File: src/rtl/regfile_writeback_arbiter_if.sv
// Handshake and write-port bundle for the write-back arbiter.
// master: producers / register file / issue side; slave: arbiter.
interface regfile_writeback_arbiter_if #(
   parameter int DATA_W = 16,
   parameter int ADDR_W = 4,
   parameter int DEPTH  = 4
);
   logic                         alu_valid;
   logic                         alu_ready;
   logic [ADDR_W-1:0]            alu_addr;
   logic [DATA_W-1:0]            alu_data;
   logic                         mem_valid;
   logic                         mem_ready;
   logic [ADDR_W-1:0]            mem_addr;
   logic [DATA_W-1:0]            mem_data;
   logic                         rf_hold;
   logic                         rf_we;
   logic [ADDR_W-1:0]            rf_waddr;
   logic [DATA_W-1:0]            rf_wdata;
   logic [ADDR_W-1:0]            query_addr;
   logic                         query_hit;
   logic [$clog2(DEPTH+1)-1:0]   pending_cnt;

   modport master (
      output alu_valid, alu_addr, alu_data,
      output mem_valid, mem_addr, mem_data,
      output rf_hold, query_addr,
      input  alu_ready, mem_ready,
      input  rf_we, rf_waddr, rf_wdata,
      input  query_hit, pending_cnt
   );

   modport slave (
      input  alu_valid, alu_addr, alu_data,
      input  mem_valid, mem_addr, mem_data,
      input  rf_hold, query_addr,
      output alu_ready, mem_ready,
      output rf_we, rf_waddr, rf_wdata,
      output query_hit, pending_cnt
   );
endinterface

File: src/rtl/regfile_writeback_arbiter.sv
// Write-back arbiter: ALU/load results into an in-order FIFO feeding the RF.
// Optional WB_ARB_ROUND_ROBIN_EN alternates priority between the producers.
module regfile_writeback_arbiter #(
   parameter int DATA_W = 16,
   parameter int ADDR_W = 4,
   parameter int DEPTH  = 4
) (
   input  logic clk,
   input  logic reset,
   regfile_writeback_arbiter_if.slave bus
);

   localparam int CNT_W = $clog2(DEPTH + 1);
   localparam int PTR_W = $clog2(DEPTH);
   localparam logic [CNT_W-1:0] FULL = CNT_W'(DEPTH);

   logic [ADDR_W-1:0] r_addr [DEPTH];
   logic [DATA_W-1:0] r_data [DEPTH];
   logic [PTR_W-1:0]  r_rd_ptr;
   logic [PTR_W-1:0]  r_wr_ptr;
   logic [CNT_W-1:0]  r_count;

   logic              w_space;
   logic              w_gnt_mem;
   logic              w_gnt_alu;
   logic              w_push;
   logic              w_pop;
   logic              w_hit;
   logic [ADDR_W-1:0] w_in_addr;
   logic [DATA_W-1:0] w_in_data;

   // No full pass-through: a pop in the same cycle does not open a slot.
   assign w_space = !reset && (r_count < FULL);

`ifdef WB_ARB_ROUND_ROBIN_EN
   logic r_prio;

   always_comb begin
      w_gnt_mem = 1'b0;
      w_gnt_alu = 1'b0;
      if (w_space) begin
         w_gnt_mem = bus.mem_valid && (!bus.alu_valid || !r_prio);
         w_gnt_alu = bus.alu_valid && (!bus.mem_valid || r_prio);
      end
   end

   // Flip only on contended grants, toward the producer that lost.
   always_ff @(posedge clk or posedge reset) begin
      if (reset) begin
         r_prio <= 1'b0;
      end else if (w_gnt_mem && bus.alu_valid) begin
         r_prio <= 1'b1;
      end else if (w_gnt_alu && bus.mem_valid) begin
         r_prio <= 1'b0;
      end
   end
`else
   always_comb begin
      w_gnt_mem = 1'b0;
      w_gnt_alu = 1'b0;
      if (w_space) begin
         w_gnt_mem = bus.mem_valid;
         w_gnt_alu = bus.alu_valid && !bus.mem_valid;
      end
   end
`endif

   assign w_push    = w_gnt_mem || w_gnt_alu;
   assign w_pop     = (r_count != '0) && !bus.rf_hold;
   assign w_in_addr = w_gnt_mem ? bus.mem_addr : bus.alu_addr;
   assign w_in_data = w_gnt_mem ? bus.mem_data : bus.alu_data;

   always_ff @(posedge clk or posedge reset) begin
      if (reset) begin
         for (int i = 0; i < DEPTH; i++) begin
            r_addr[i] <= '0;
            r_data[i] <= '0;
         end
      end else if (w_push) begin
         r_addr[r_wr_ptr] <= w_in_addr;
         r_data[r_wr_ptr] <= w_in_data;
      end
   end

   always_ff @(posedge clk or posedge reset) begin
      if (reset) begin
         r_wr_ptr <= '0;
         r_rd_ptr <= '0;
      end else begin
         if (w_push) begin
            r_wr_ptr <= r_wr_ptr + PTR_W'(1);
         end
         if (w_pop) begin
            r_rd_ptr <= r_rd_ptr + PTR_W'(1);
         end
      end
   end

   always_ff @(posedge clk or posedge reset) begin
      if (reset) begin
         r_count <= '0;
      end else begin
         unique case ({w_push, w_pop})
            2'b10:   r_count <= r_count + CNT_W'(1);
            2'b01:   r_count <= r_count - CNT_W'(1);
            default: r_count <= r_count;
         endcase
      end
   end

   // Occupied slots are those within r_count of the read pointer.
   always_comb begin
      logic [PTR_W-1:0] v_off;
      w_hit = 1'b0;
      v_off = '0;
      for (int i = 0; i < DEPTH; i++) begin
         v_off = PTR_W'(i) - r_rd_ptr;
         if ((CNT_W'(v_off) < r_count) &&
             (r_addr[i] == bus.query_addr)) begin
            w_hit = 1'b1;
         end
      end
   end

   assign bus.alu_ready   = w_gnt_alu;
   assign bus.mem_ready   = w_gnt_mem;
   assign bus.rf_we       = w_pop;
   assign bus.rf_waddr    = r_addr[r_rd_ptr];
   assign bus.rf_wdata    = r_data[r_rd_ptr];
   assign bus.query_hit   = w_hit;
   assign bus.pending_cnt = r_count;

endmodule

File: src/flat_wrapper.sv
// flat-port wrapper written by rule: the top's interface ports become plain ports
module regfile_writeback_arbiter_flat 
#(
   parameter int DATA_W = 16,
   parameter int ADDR_W = 4,
   parameter int DEPTH  = 4
)
  (clk, reset, bus_alu_valid, bus_alu_addr, bus_alu_data, bus_mem_valid, bus_mem_addr, bus_mem_data, bus_rf_hold, bus_query_addr, bus_alu_ready, bus_mem_ready, bus_rf_we, bus_rf_waddr, bus_rf_wdata, bus_query_hit, bus_pending_cnt);
  regfile_writeback_arbiter_if #(.DATA_W(DATA_W), .ADDR_W(ADDR_W), .DEPTH(DEPTH)) bus_i ();
  input  logic clk;
  input  logic reset;
  input wire logic [$bits(bus_i.alu_valid)-1:0] bus_alu_valid;
  input wire logic [$bits(bus_i.alu_addr)-1:0] bus_alu_addr;
  input wire logic [$bits(bus_i.alu_data)-1:0] bus_alu_data;
  input wire logic [$bits(bus_i.mem_valid)-1:0] bus_mem_valid;
  input wire logic [$bits(bus_i.mem_addr)-1:0] bus_mem_addr;
  input wire logic [$bits(bus_i.mem_data)-1:0] bus_mem_data;
  input wire logic [$bits(bus_i.rf_hold)-1:0] bus_rf_hold;
  input wire logic [$bits(bus_i.query_addr)-1:0] bus_query_addr;
  output wire logic [$bits(bus_i.alu_ready)-1:0] bus_alu_ready;
  output wire logic [$bits(bus_i.mem_ready)-1:0] bus_mem_ready;
  output wire logic [$bits(bus_i.rf_we)-1:0] bus_rf_we;
  output wire logic [$bits(bus_i.rf_waddr)-1:0] bus_rf_waddr;
  output wire logic [$bits(bus_i.rf_wdata)-1:0] bus_rf_wdata;
  output wire logic [$bits(bus_i.query_hit)-1:0] bus_query_hit;
  output wire logic [$bits(bus_i.pending_cnt)-1:0] bus_pending_cnt;
  assign bus_i.alu_valid = bus_alu_valid;
  assign bus_i.alu_addr = bus_alu_addr;
  assign bus_i.alu_data = bus_alu_data;
  assign bus_i.mem_valid = bus_mem_valid;
  assign bus_i.mem_addr = bus_mem_addr;
  assign bus_i.mem_data = bus_mem_data;
  assign bus_i.rf_hold = bus_rf_hold;
  assign bus_i.query_addr = bus_query_addr;
  assign bus_alu_ready = bus_i.alu_ready;
  assign bus_mem_ready = bus_i.mem_ready;
  assign bus_rf_we = bus_i.rf_we;
  assign bus_rf_waddr = bus_i.rf_waddr;
  assign bus_rf_wdata = bus_i.rf_wdata;
  assign bus_query_hit = bus_i.query_hit;
  assign bus_pending_cnt = bus_i.pending_cnt;
  regfile_writeback_arbiter #(.DATA_W(DATA_W), .ADDR_W(ADDR_W), .DEPTH(DEPTH)) u_core (.clk(clk), .reset(reset), .bus(bus_i));
endmodule
File: config.mk
export PLATFORM = sky130hd
export DESIGN_NAME = regfile_writeback_arbiter_flat
export DESIGN_NICKNAME = d
export VERILOG_FILES = /design/src/rtl/regfile_writeback_arbiter_if.sv /design/src/rtl/regfile_writeback_arbiter.sv /design/src/flat_wrapper.sv
export SDC_FILE = /design/constraint.sdc
export NUM_CORES = 1
export LEC_CHECK = 0
export ABC_CLOCK_PERIOD_IN_PS = 6500
export CAP_MARGIN = 20
export CORE_UTILIZATION = 57
export CTS_CLUSTER_DIAMETER = 150
export DETAILED_ROUTE_END_ITERATION = 8
export GPL_TIMING_DRIVEN = 0
export PLACE_DENSITY = 0.86
export RECOVER_POWER = 25
export SYNTH_ARGS = -nofsm -noshare
export SYNTH_HDL_FRONTEND = slang
export SYNTH_SLANG_ARGS = --single-unit
File: constraint.sdc
create_clock -name clk -period 6.5 [get_ports clk]
set_input_delay 0.975 -clock clk [delete_from_list [all_inputs] [get_ports clk]]
set_output_delay 0.975 -clock clk [all_outputs]
set_load 0.005 [all_outputs]
==> flow_metrics.py <==
metrics = {
    "die": {
        "io-pin-count": 76,
        "num_rows": 31,
        "fp.dieH_um": 88.5,
        "core_um2": 7250,
        "start_util": 0.588,
        "die-area_um2": 7830,
        "die_w_um": 88.5,
    },
    "global_routing": {
        "grt_pass1_vias": 3461,
        "grt_util_met1": 0.357,
        "antenna_found_initial": 0,
        "grt_pass1_wl_um": 16500,
        "grt.busiest_layer": "met2",
        "grt_max_degree": 45,
        "met3_usage": 0.0485,
        "met2_usage": 0.490,
        "grt_overflow": 0,
        "grtUsageTotal": 0.288,
    },
    "placement": {
        "place.gp.congestion": 0.822,
        "placed_area_um2": 5160,
        "port_buffers": 75,
        "dp_hpwl_um": 7040,
    },
    "sta": {
        "setup_viol": 0,
        "tightest_slew_ns": 2.27,
        "setup_tns_ns": 0,
        "rsz0062_at_grt": "false",
        "hold_viol": 0,
        "slew_violations": 90,
        "max_slew_margin": -0.510,
        "finalCriticalPeriod_ns": 4.35,
        "min_period_over_period": 0.669,
        "fmax_mhz": 230,
        "finClkSkew_ns": 0.0130,
    },
    "pwr": {
        "ir_worst_vdd_uv": 212,
        "power_leakage_nw": 2.33,
        "powerDensity_nw_per_um2": 466,
    },
    "clock_network": {
        "cts_root_buffer": "clkbuf_8",
        "htreeDepth": 3,
        "clock-sinks": 87,
        "cts_tree": "built",
        "cts_hold_buf": 0,
        "cts-buffers-inserted": 9,
        "clock_latency_ns": 0.36,
        "clk_pin_slew_ns": 0.09,
        "clock_path_buffers": 2,
        "cts_setup_buffers": 0,
        "cts_resized": 0,
    },
    "synth": {
        "post_synth.cell_area_avg_um2": 11.1,
        "synth_fp_nets": 443,
        "ys_ff_latch": 87,
        "synth_adder_area_share": 0.0311,
        "ys.warnings.count": 0,
        "syn_inst": 384,
        "synthSimpleGateAreaFrac": 0.0985,
        "synth_area_um2": 4270,
        "synth_cell_type_count": 31,
        "synth_top_family_by_area": "multiplexers",
        "synth_compound_area_frac": 0.105,
        "synth.mux.area_fraction": 0.166,
        "ys_seq_area_frac": 0.510,
        "synth_xor_area_frac": 0.0472,
    },
    "run_status": {
        "violations": "max-capacitance violations, max-slew violations",
        "run_status": "finished, violations left",
    },
    "worst_setup_path": {
        "crit_required_ns": 6.51,
        "arrival_ns": 4.36,
        "path_max_fanout": 44,
        "crit_path_end_kind": "async pin",
        "cp-start-kind": "input pin",
        "worstSetupPathType": "input pin to async pin",
    },
    "drt": {
        "drt-initial-drc-count": 168,
        "vias": 3315,
        "ant_nets": 0,
        "drc_errors": 0,
        "wl_per_cell_um": 17.5,
        "via_per_inst": 5.77,
        "finalWirelength_um": 10000,
        "drt_pass1_iterations": 5,
    },
    "finish": {
        "drive_gt1_frac": 0.122,
        "fillers": 499,
        "layout.nets": 530,
        "antenna_cells": 0,
        "fin_area_um2": 5340,
        "areaGrowthSynthToFinish_pct": 25.0,
    },
    "flow_run": {
        "cap_violations": 2,
    },
    "min_path": {
        "hp-class": "flop to flop",
    },
}
==> where the power goes <==
| part | internal [W] | leakage [nW] | total, W | switching (W) |
|---|---|---|---|---|
| Clock | 0.000180 | 0.0968 | 0.000375 | 0.000195 |
| Combinational | 0.000644 | 1.15 | 0.00115 | 0.000509 |
| Sequential | 0.000788 | 1.09 | 0.000957 | 0.000169 |
| Total | 0.00161 | 2.33 | 0.00248 | 0.000873 |
==> layer usage <==
layer | vias up | wire [µm]
met5 | - | 0
met4 | 0 | 238
met3 | 25 | 644
met2 | 160 | 5170
met1 | 1622 | 4000
li1 | 1508 | -
==> synthesized netlist by cell type (all sizes together) <==
library cell / number / area (µm²)
nor3: 1 / 5.00
mux2i: 21 / 248
inv: 8 / 30.0
o21ai: 84 / 428
a21oi: 4 / 20.0
mux2: 1 / 11.3
and2: 1 / 8.76
nor4: 4 / 25.0
nand3: 4 / 20.0
xor2: 19 / 166
xnor2: 4 / 35.0
fa: 1 / 20.0
clkbuf: 16 / 60.1
ha: 9 / 113
dfrtp: 87 / 2180
nand2b: 1 / 6.26
nand2: 83 / 312
nand4: 1 / 6.26
or2: 1 / 6.26
nor2: 4 / 22.5
mux4: 20 / 450
nor4b: 1 / 8.76
buf: 9 / 87.6
==> worst paths after layout <==
check | end | slack [ns] | from | cells after the start
worst max register to register | u_core.bus.pending_cnt[2]$_DFFE_PP0P_ | 4.45 | u_core.bus.pending_cnt[0]$_DFFE_PP0P_ | 8
worst max-delay path | u_core.r_data[11]$_DFFE_PP0P_ | 2.15 | reset | 3
worst min-delay path | u_core.r_data[20]$_DFFE_PP0P_ | 0.49 | u_core.r_data[20]$_DFFE_PP0P_ | 2
worst min register to register | u_core.r_data[20]$_DFFE_PP0P_ | 0.49 | u_core.r_data[20]$_DFFE_PP0P_ | 2
min in group asynchronous | u_core.bus.pending_cnt[2]$_DFFE_PP0P_ | 1.58 | reset | 2
max in group clk | bus_mem_ready | 2.69 | reset | 6
==> metrics by stage <==
stage,util,total power [W],hold WS (ns),setup slack (ns),instances
2_1_floorplan,-,0.00162,0.445,3.27,384
3_3_place_gp,0.709,0.00205,0.457,1.99,558
3_5_place_dp,0.712,0.00212,0.470,2.74,559
4_1_cts,0.739,0.00250,0.489,2.72,575
5_1_grt,0.736,0.00266,0.518,1.45,575
6_report,0.736,0.00248,0.487,2.15,575
==> area by class of cell <==
type | instances | area (µm²) | share of cell area
timing repair buffer | 76 | 754 | 0.141
inverter | 8 | 31.3 | 0.00586
multi-input combinational | 264 | 1900 | 0.357
clock buffer | 10 | 128 | 0.0239
clock inverter | 6 | 68.8 | 0.0129
buffer | 25 | 148 | 0.0277
sequential | 87 | 2180 | 0.408
tap | 99 | 124 | 0.0232
==> logic make-up (layout without fill, tap and decap cells) <==
group,Yosys count,in the layout
AND/OR/NAND/NOR,101,101
AO/OA/AOI/OAI,88,88
flip-flops,87,87
multiplexers,42,42
buffers and inverters,33,125
XOR/XNOR,23,23
adder cells (fa/ha/maj),10,10
==> worst max-delay path, stage by stage <==
cell	delay, ns
dlygate4sd3_1	0.58
clkinvlp_2	1.08
clkbuf_1	1.70
==> cells in the final DEF, fill, tap and decap left out, types with 2 or more instances in the layout <==
cell / instances
a21oi_1: 4
buf_1: 2
buf_12: 2
buf_2: 2
buf_6: 2
clkbuf_1: 18
clkbuf_8: 9
clkdlybuf4s50_1: 73
clkinv_4: 2
dfrtp_1: 87
dlygate4sd3_1: 2
ha_1: 9
inv_1: 7
mux2i_1: 11
mux2i_2: 10
mux4_2: 20
nand2_1: 83
nand3_1: 4
nor2_1: 4
nor4_1: 4
o21ai_0: 44
o21ai_1: 38
o21ai_2: 2
xnor2_1: 4
xor2_1: 19
==> registers in the layout, summed over array words and instances (netlist names) <==
signal,cells
u_core.bus.pending_cnt,3
u_core.r_rd_ptr,2
u_core.r_addr,16
u_core.r_wr_ptr,2
u_core.r_data,64
Power figures use the tool's default switching activity.
